**config.mk**
```make
export PLATFORM = sky130hd
export DESIGN_NAME = vga_timing_gen
export DESIGN_NICKNAME = d
export VERILOG_FILES = /design/src/rtl/vga_timing_gen.sv
export SDC_FILE = /design/constraint.sdc
export NUM_CORES = 1
export LEC_CHECK = 0
export ABC_AREA = 0
export CORE_AREA = 2 2 68 70
export CTS_BUF_LIST = sky130_fd_sc_hd__clkbuf_8 sky130_fd_sc_hd__clkbuf_16
export CTS_CLUSTER_SIZE = 20
export DETAILED_ROUTE_END_ITERATION = 7
export DIE_AREA = 0 0 70 72
export GPL_TIMING_DRIVEN = 0
export PLACE_DENSITY = 0.77
export SLEW_MARGIN = 20
export SYNTH_ARGS = -nofsm -noshare
export SYNTH_HDL_FRONTEND = slang
export SYNTH_SLANG_ARGS = --single-unit
```
**constraint.sdc**
```tcl
create_clock -name clk -period 5.18 [get_ports clk]
set_input_delay 1.295 -clock clk [delete_from_list [all_inputs] [get_ports clk]]
set_output_delay 1.295 -clock clk [all_outputs]
set_load 0.01 [all_outputs]
```
**src/rtl/vga_timing_gen.sv**
```systemverilog
// vga_timing_gen: pixel-tick divider, raster counters, sync/display-enable
// generation delayed to line up with a registered image-memory read.
module vga_timing_gen #(
  parameter int CLK_DIV    = 4,
  parameter int H_DISP     = 640,
  parameter int H_FP       = 16,
  parameter int H_SYNC     = 96,
  parameter int H_BP       = 48,
  parameter int V_DISP     = 480,
  parameter int V_FP       = 10,
  parameter int V_SYNC     = 2,
  parameter int V_BP       = 33,
  parameter bit SYNC_POL   = 1'b0,
  parameter int PIPE_DELAY = 1
) (
  input  logic       clk,
  input  logic       rst_n,
  output logic       pclk_en,
  output logic [9:0] h_cnt,
  output logic [9:0] v_cnt,
  output logic       valid,
  output logic       hsync,
  output logic       vsync,
  output logic       rgb_en,
  output logic       line_start,
  output logic       frame_start,
  output logic [7:0] frame_cnt
);
  localparam int DW = $clog2(CLK_DIV);
  localparam logic [DW-1:0] DIV_LAST = DW'(CLK_DIV - 1);
  localparam logic [9:0] H_VIS  = 10'(H_DISP);
  localparam logic [9:0] H_SS   = 10'(H_DISP + H_FP);
  localparam logic [9:0] H_SE   = 10'(H_DISP + H_FP + H_SYNC);
  localparam logic [9:0] H_LAST = 10'(H_DISP + H_FP + H_SYNC + H_BP - 1);
  localparam logic [9:0] V_VIS  = 10'(V_DISP);
  localparam logic [9:0] V_SS   = 10'(V_DISP + V_FP);
  localparam logic [9:0] V_SE   = 10'(V_DISP + V_FP + V_SYNC);
  localparam logic [9:0] V_LAST = 10'(V_DISP + V_FP + V_SYNC + V_BP - 1);
  logic [DW-1:0] r_div;
  logic [9:0]    r_h, r_v;
  logic [7:0]    r_frame;
  logic          w_h_wrap, w_v_wrap;
  logic [2:0]    w_raw, w_dly;
  assign pclk_en     = r_div == DIV_LAST;
  assign w_h_wrap    = r_h == H_LAST;
  assign w_v_wrap    = r_v == V_LAST;
  assign h_cnt       = r_h;
  assign v_cnt       = r_v;
  assign frame_cnt   = r_frame;
  assign valid       = (r_h < H_VIS) && (r_v < V_VIS);
  assign line_start  = pclk_en && r_h == '0;
  assign frame_start = line_start && r_v == '0;
  assign w_raw       = {r_h >= H_SS && r_h < H_SE, r_v >= V_SS && r_v < V_SE, valid};
  always_ff @(posedge clk or negedge rst_n)
    if (!rst_n) begin
      r_div   <= '0;
      r_h     <= '0;
      r_v     <= '0;
      r_frame <= '0;
    end else begin
      r_div <= pclk_en ? '0 : r_div + 1'b1;
      if (pclk_en) begin
        r_h <= w_h_wrap ? '0 : r_h + 10'd1;
        if (w_h_wrap) r_v <= w_v_wrap ? '0 : r_v + 10'd1;
        if (w_h_wrap && w_v_wrap) r_frame <= r_frame + 8'd1;
      end
    end
  // Stages reset to sync-inactive / not-visible so nothing is driven before the first real tick.
  if (PIPE_DELAY == 0) begin : g_nodly
    assign w_dly = w_raw;
  end else begin : g_dly
    logic [2:0] r_pipe [PIPE_DELAY];
    always_ff @(posedge clk or negedge rst_n)
      if (!rst_n) r_pipe <= '{default: '0};
      else if (pclk_en) begin
        r_pipe[0] <= w_raw;
        for (int i = 1; i < PIPE_DELAY; i++) r_pipe[i] <= r_pipe[i-1];
      end
    assign w_dly = r_pipe[PIPE_DELAY-1];
  end
  assign hsync  = w_dly[2] ^ ~SYNC_POL;
  assign vsync  = w_dly[1] ^ ~SYNC_POL;
  assign rgb_en = w_dly[0];
endmodule

```
Word-level counts from Yosys, hierarchy flattened
Index checks and enable logic that the tools add are counted.

Output and inout port bits: 35. Flip-flop bits (word level): 33.

Mux-type cells: 3. Reductions and logical operators: 10. Bitwise logic cells: 2. Equal/unequal tests: 3. Order comparisons: 6. $add $sub $neg: 4.

Operators by type and width (number): adder 10 x 1 -> 10 bit (second input constant) (2); equality test 10 bit (second input constant) (2); zero test 10 bit (2); less-than comparator 10 bit (second input constant) (2); less-than comparator 10 x 9 -> 1 bit (second input constant) (2); 2-to-1 mux 10 bit (2); greater-or-equal comparator 10 bit (second input constant) (1); greater-or-equal comparator 10 x 9 -> 1 bit (second input constant) (1); adder 8 x 1 -> 8 bit (second input constant) (1); logical AND 1 bit (6); AND reduction 2 bit (2); adder 2 x 1 -> 2 bit (second input constant) (1); equality test 2 bit (second input constant) (1); 2-to-1 mux 2 bit (1); inverter 1 bit (2).

Depth between registers and ports, before layout
Depth in word-level cells: 3. Gate-level depth with buffers: 7. Gate-level depth less buffers: 6.

Worst setup path after synthesis
No wires, ideal clock.

Path kind: reg-to-output. Start: reg r_div[0]. End: out frame_start. Setup slack: 2.499 ns. Cell stages (with the launch flop): 7. Arrival time: 1.386 ns. Path buffers: 1. Data required time: 3.885 ns. Cell sequence: dfrtp_1 ha_1 clkbuf_1 nand2_1 nor3_1 and3_1 and4_1.

Cells in the longest elaborated chain, start to end: 3.

Ends and longest elaborated chain: start: declaration (RTL line 39) `logic [DW-1:0] r_div;`; start signal: assignment (RTL line 61) `r_div <= pclk_en ? '0 : r_div + 1'b1;`; equality test 2 bit (RTL line 44) `assign pclk_en = r_div == DIV_LAST;`; via pclk_en (RTL line 18) `output logic pclk_en,`; logical AND 1 bit (RTL line 51) `assign line_start = pclk_en && r_h == '0;`; via line_start (RTL line 25) `output logic line_start,`; logical AND 1 bit (RTL line 52) `assign frame_start = line_start && r_v == '0;`; end: declaration (RTL line 26) `output logic frame_start,`.

The timed path passes the listed nets, and every way through them passes these cells.

Final worst setup path
Start: reg r_div[0]. End: out frame_start.

Cells in the longest elaborated chain, start to end: 3.

Ends and longest elaborated chain (RTL line): equality test 2 bit (44); logical AND 1 bit (51); logical AND 1 bit (52).

No other way between the ends.

==> summary.md <==
| Metric | Value |
|---|---|
| Crit start category | `register` |
| Fin crit period | `between 3 and 4 ns` |
| Worst skew pair latency | `~0.29 ns` |
| First-pass GRT wire length | `roughly 6400 um` |
| Clock transition at the registers of the reported paths | `0.07 ns` |
| Layout Nets | `about 220` |
| DR vias/cell | `5.352` |
| DP Wirelength | `roughly 2700 um` |
| Peak VDD IR | `0.0001372 V` |
| Top post-synthesis cells by count | `dfrtp_1 (33), nand3_1 (18), xnor2_1 (14)` |
| Critical-path maximum fanout | `7` |
| Post-synth top area share | `between 40% and 50%` |
| Core area | `between 4000 and 5000 um^2` |
| CTS sink count | `33` |
| Die area | `~5000 um^2` |
| Resize count post-CTS | `0` |
| Worst Path Arrival | `roughly 2.2 ns` |
| Drt pass-1 iters | `4` |
| Critical setup path kind | `register to output port` |
| Asr flop ratio synth | `100.0%` |
| Drt total wl | `3684 um` |
| Synth Instances | `between 150 and 200` |
| CTS Hold Bufs | `0` |
| Max Cap Viol | `0` |
| Clock Skew | `slightly above 0.007 ns` |
| CTS tree | `built` |
| Setup TNS | `0 ns` |
| Area Overhead vs Synth | `30.91%` |
| Number of routed nets with antenna violations | `0` |
| Synth Register Bits | `33` |
| Drc violations | `0` |
| Via count | `1,413` |
| Yosys cell types | `32` |
| Vias in the first global route | `1,342` |
| Synth area leaders | `dfrtp_1 (49%), xnor2_1 (7.3%), nand3_1 (5.3%)` |
| Initial Utilization | `approximately two fifths` |
| Final period util | `68.18%` |
| Die span in y | `about 72 um` |
| Initial DRC count | `86` |
| Achievable frequency | `between 0.2 and 0.3 GHz` |
| Pleak | `just over 0.9 nW` |
| CTS Buf Count | `5` |
| Post-Syn Nets | `176` |
| Worst-Margin Slew | `~0.74 ns` |
| Sequential share of the synthesized area | `between 40 and 50%` |
| Sw Ratio | `a little over a fifth` |
| Initial antenna violation count | `0` |
| Clock Tree Buf Depth | `2` |
| Placement row count | `24` |
| Remaining Overflow, GRT | `0` |
| Htree depth | `2` |
| Final Hold Viols | `0` |
| Total GRT Usage | `between 10% and 20%` |
| RSZ-0062 raised after global routing | `false` |
| Combinational group share of total power | `1.1%` |
| Die Span X | `approximately 70 um` |
| Final Max Slew Viols | `0` |
| Post-CTS Setup Inserts | `0` |
| GPL Wtd Cong | `about 0.85` |
| Sequential power share | `approximately 54%` |
| CTS Root Cell | `clkbuf_8` |
| Worst path required time | `3.88 ns` |
| Fill count | `400` |
| IO Count | `37` |
| Diode count | `0` |
| Power density cells | `between 200 and 250 nW/um^2` |
| Count leader, synth | `dfrtp_1` |
| Final Total Pwr | `about 0.48 mW` |
| Share of cells above drive strength 1 | `about 8.5%` |
| Largest net degree at the start of global routing | `34` |
| Post-synth EDFFs | `0` |
| Clk pwr share | `45.1%` |
| Crit end category | `output port` |
| Worst slew margin | `50.85%` |
| Primary FF master, synth | `dfrtp_1` |
| R2R Setup Slk | `between 3 and 4 ns` |
| Status | `finished clean` |
| Internal power | `roughly 0.38 mW` |
| YS warnings | `0` |
| Post-synth top area cell | `dfrtp_1` |
| Post-Synthesis Cell Area | `around 1700 um^2` |
| Final setup viols | `0` |
| P_sw | `0.1003 mW` |
| Synth Area per Inst | `roughly 10 um^2` |
| Hold crit path type | `register to register` |
| Buffers added on ports | `36` |
| Routed WL per cell | `13.95 um` |
[stage by stage]
| stage | hold WS (ns) | util, % | instance area, um^2 | worst slack [ns] | std cells |
|---|---|---|---|---|---|
| after detailed placement | 0.4232 | 49.44 | 2108 | 1.949 | 256 |
| after global placement | 0.4177 | 49.56 | 2113 | 1.949 | 256 |
| after global routing | 0.4543 | 51.82 | 2210 | 1.540 | 264 |
| after CTS | 0.4346 | 51.82 | 2210 | 1.622 | 264 |
| final | 0.4272 | 51.82 | 2210 | 1.648 | 264 |
| after floorplan | 0.4031 | - | 1688 | 2.499 | 168 |
[registers in the layout, indices dropped and copies added, names as in the netlist]
| signal | count |
|---|---|
| r_div | 2 |
| v_cnt | 10 |
| g_dly.r_pipe | 3 |
| frame_cnt | 8 |
| h_cnt | 10 |
[worst paths after layout]
check                              start               to  cells after the start
worst min-delay path            r_div[0]         r_div[0]                      1
worst max-delay path            r_div[0]      frame_start                      7
min in group asynchronous          rst_n  g_dly.r_pipe[2]                      1
worst max register to register  r_div[0]         v_cnt[2]                      7
max in group asynchronous          rst_n         h_cnt[5]                      1
worst min register to register  r_div[0]         r_div[0]                      1
[critical path, cell delays in order, from the launching register on]
cell	delay [ns]
dfrtp_1	0.35
ha_1	0.17
clkbuf_1	0.26
nand2_1	0.09
nor3_1	0.13
and3_1	0.22
and4_1	0.20
clkdlybuf4s50_1	0.54
[metal layers]
metal	share of wire, %	routed length (um)	GRT usage, %
met2	47	1731	24.66
met5	0	0	0
met4	1.1	40	7.051
met1	47	1726	21.55
met3	5.0	186	4.167
[cell type report]
class / instances / area (um^2) / share of cell area [%]
Buffer: 8 / 33.78 / 1.529
Clock buffer: 7 / 96.34 / 4.360
Clock inverter: 1 / 5.005 / 0.2265
Inverter: 9 / 33.78 / 1.529
Multi-Input combinational cell: 118 / 794.5 / 35.96
Sequential cell: 33 / 825.8 / 37.37
Tap cell: 52 / 65.06 / 2.945
Timing Repair Buffer: 36 / 355.3 / 16.08
[cells in the final DEF (no fill, tap or decap)]
cell type        Yosys  layout
clkdlybuf4s50_1      0      35
dfrtp_1             33      33
nand3_1             18      18
xnor2_1             14      14
o21ai_0             10      10
inv_1                9       9
nand4_1              9       9
nand2_1              8       8
and3_1               8       8
nor2_1               7       7
clkbuf_8             0       7
nor3_1               6       6
ha_1                 6       6
clkbuf_1             5       5
nor4_1               5       5
buf_2                3       4
xor2_1               4       4
and4_1               2       2
or3_1                2       2
nor3_2               2       2
mux2_2               2       2
o31ai_1              2       2
mux2i_1              2       2
nor4b_2              1       1
or3_4                1       1
a31oi_1              1       1
a21oi_1              1       1
o21ai_1              1       1
nor3b_1              1       1
a21o_1               1       1
and2_1               1       1
o22a_1               1       1
o32ai_1              1       1
o311ai_0             1       1
clkinv_2             0       1
[power groups by stage]
| stage | logic, mW | registers, mW | clock network [mW] |
|---|---|---|---|
| after floorplan | 0.000000305 | 0.263 | 0 |
| after global placement | 0.00578 | 0.263 | 0 |
| after detailed placement | 0.00558 | 0.262 | 0 |
| after CTS | 0.00564 | 0.258 | 0.220 |
| after global routing | 0.00626 | 0.257 | 0.230 |
| final | 0.00508 | 0.258 | 0.216 |
[logic make-up (layout without fill, tap and decap cells)]
logic type | Yosys count | in the layout | share of synthesized area (%)
compound gates | 19 | 19 | 6.820
xor+xnor | 18 | 18 | 9.340
fa+ha+maj | 6 | 6 | 4.448
buf+inv | 17 | 61 | 4.003
flops | 33 | 33 | 48.93
mux | 4 | 4 | 2.520
simple gates | 71 | 71 | 23.94
No activity file was read; power rests on OpenSTA's default activity.
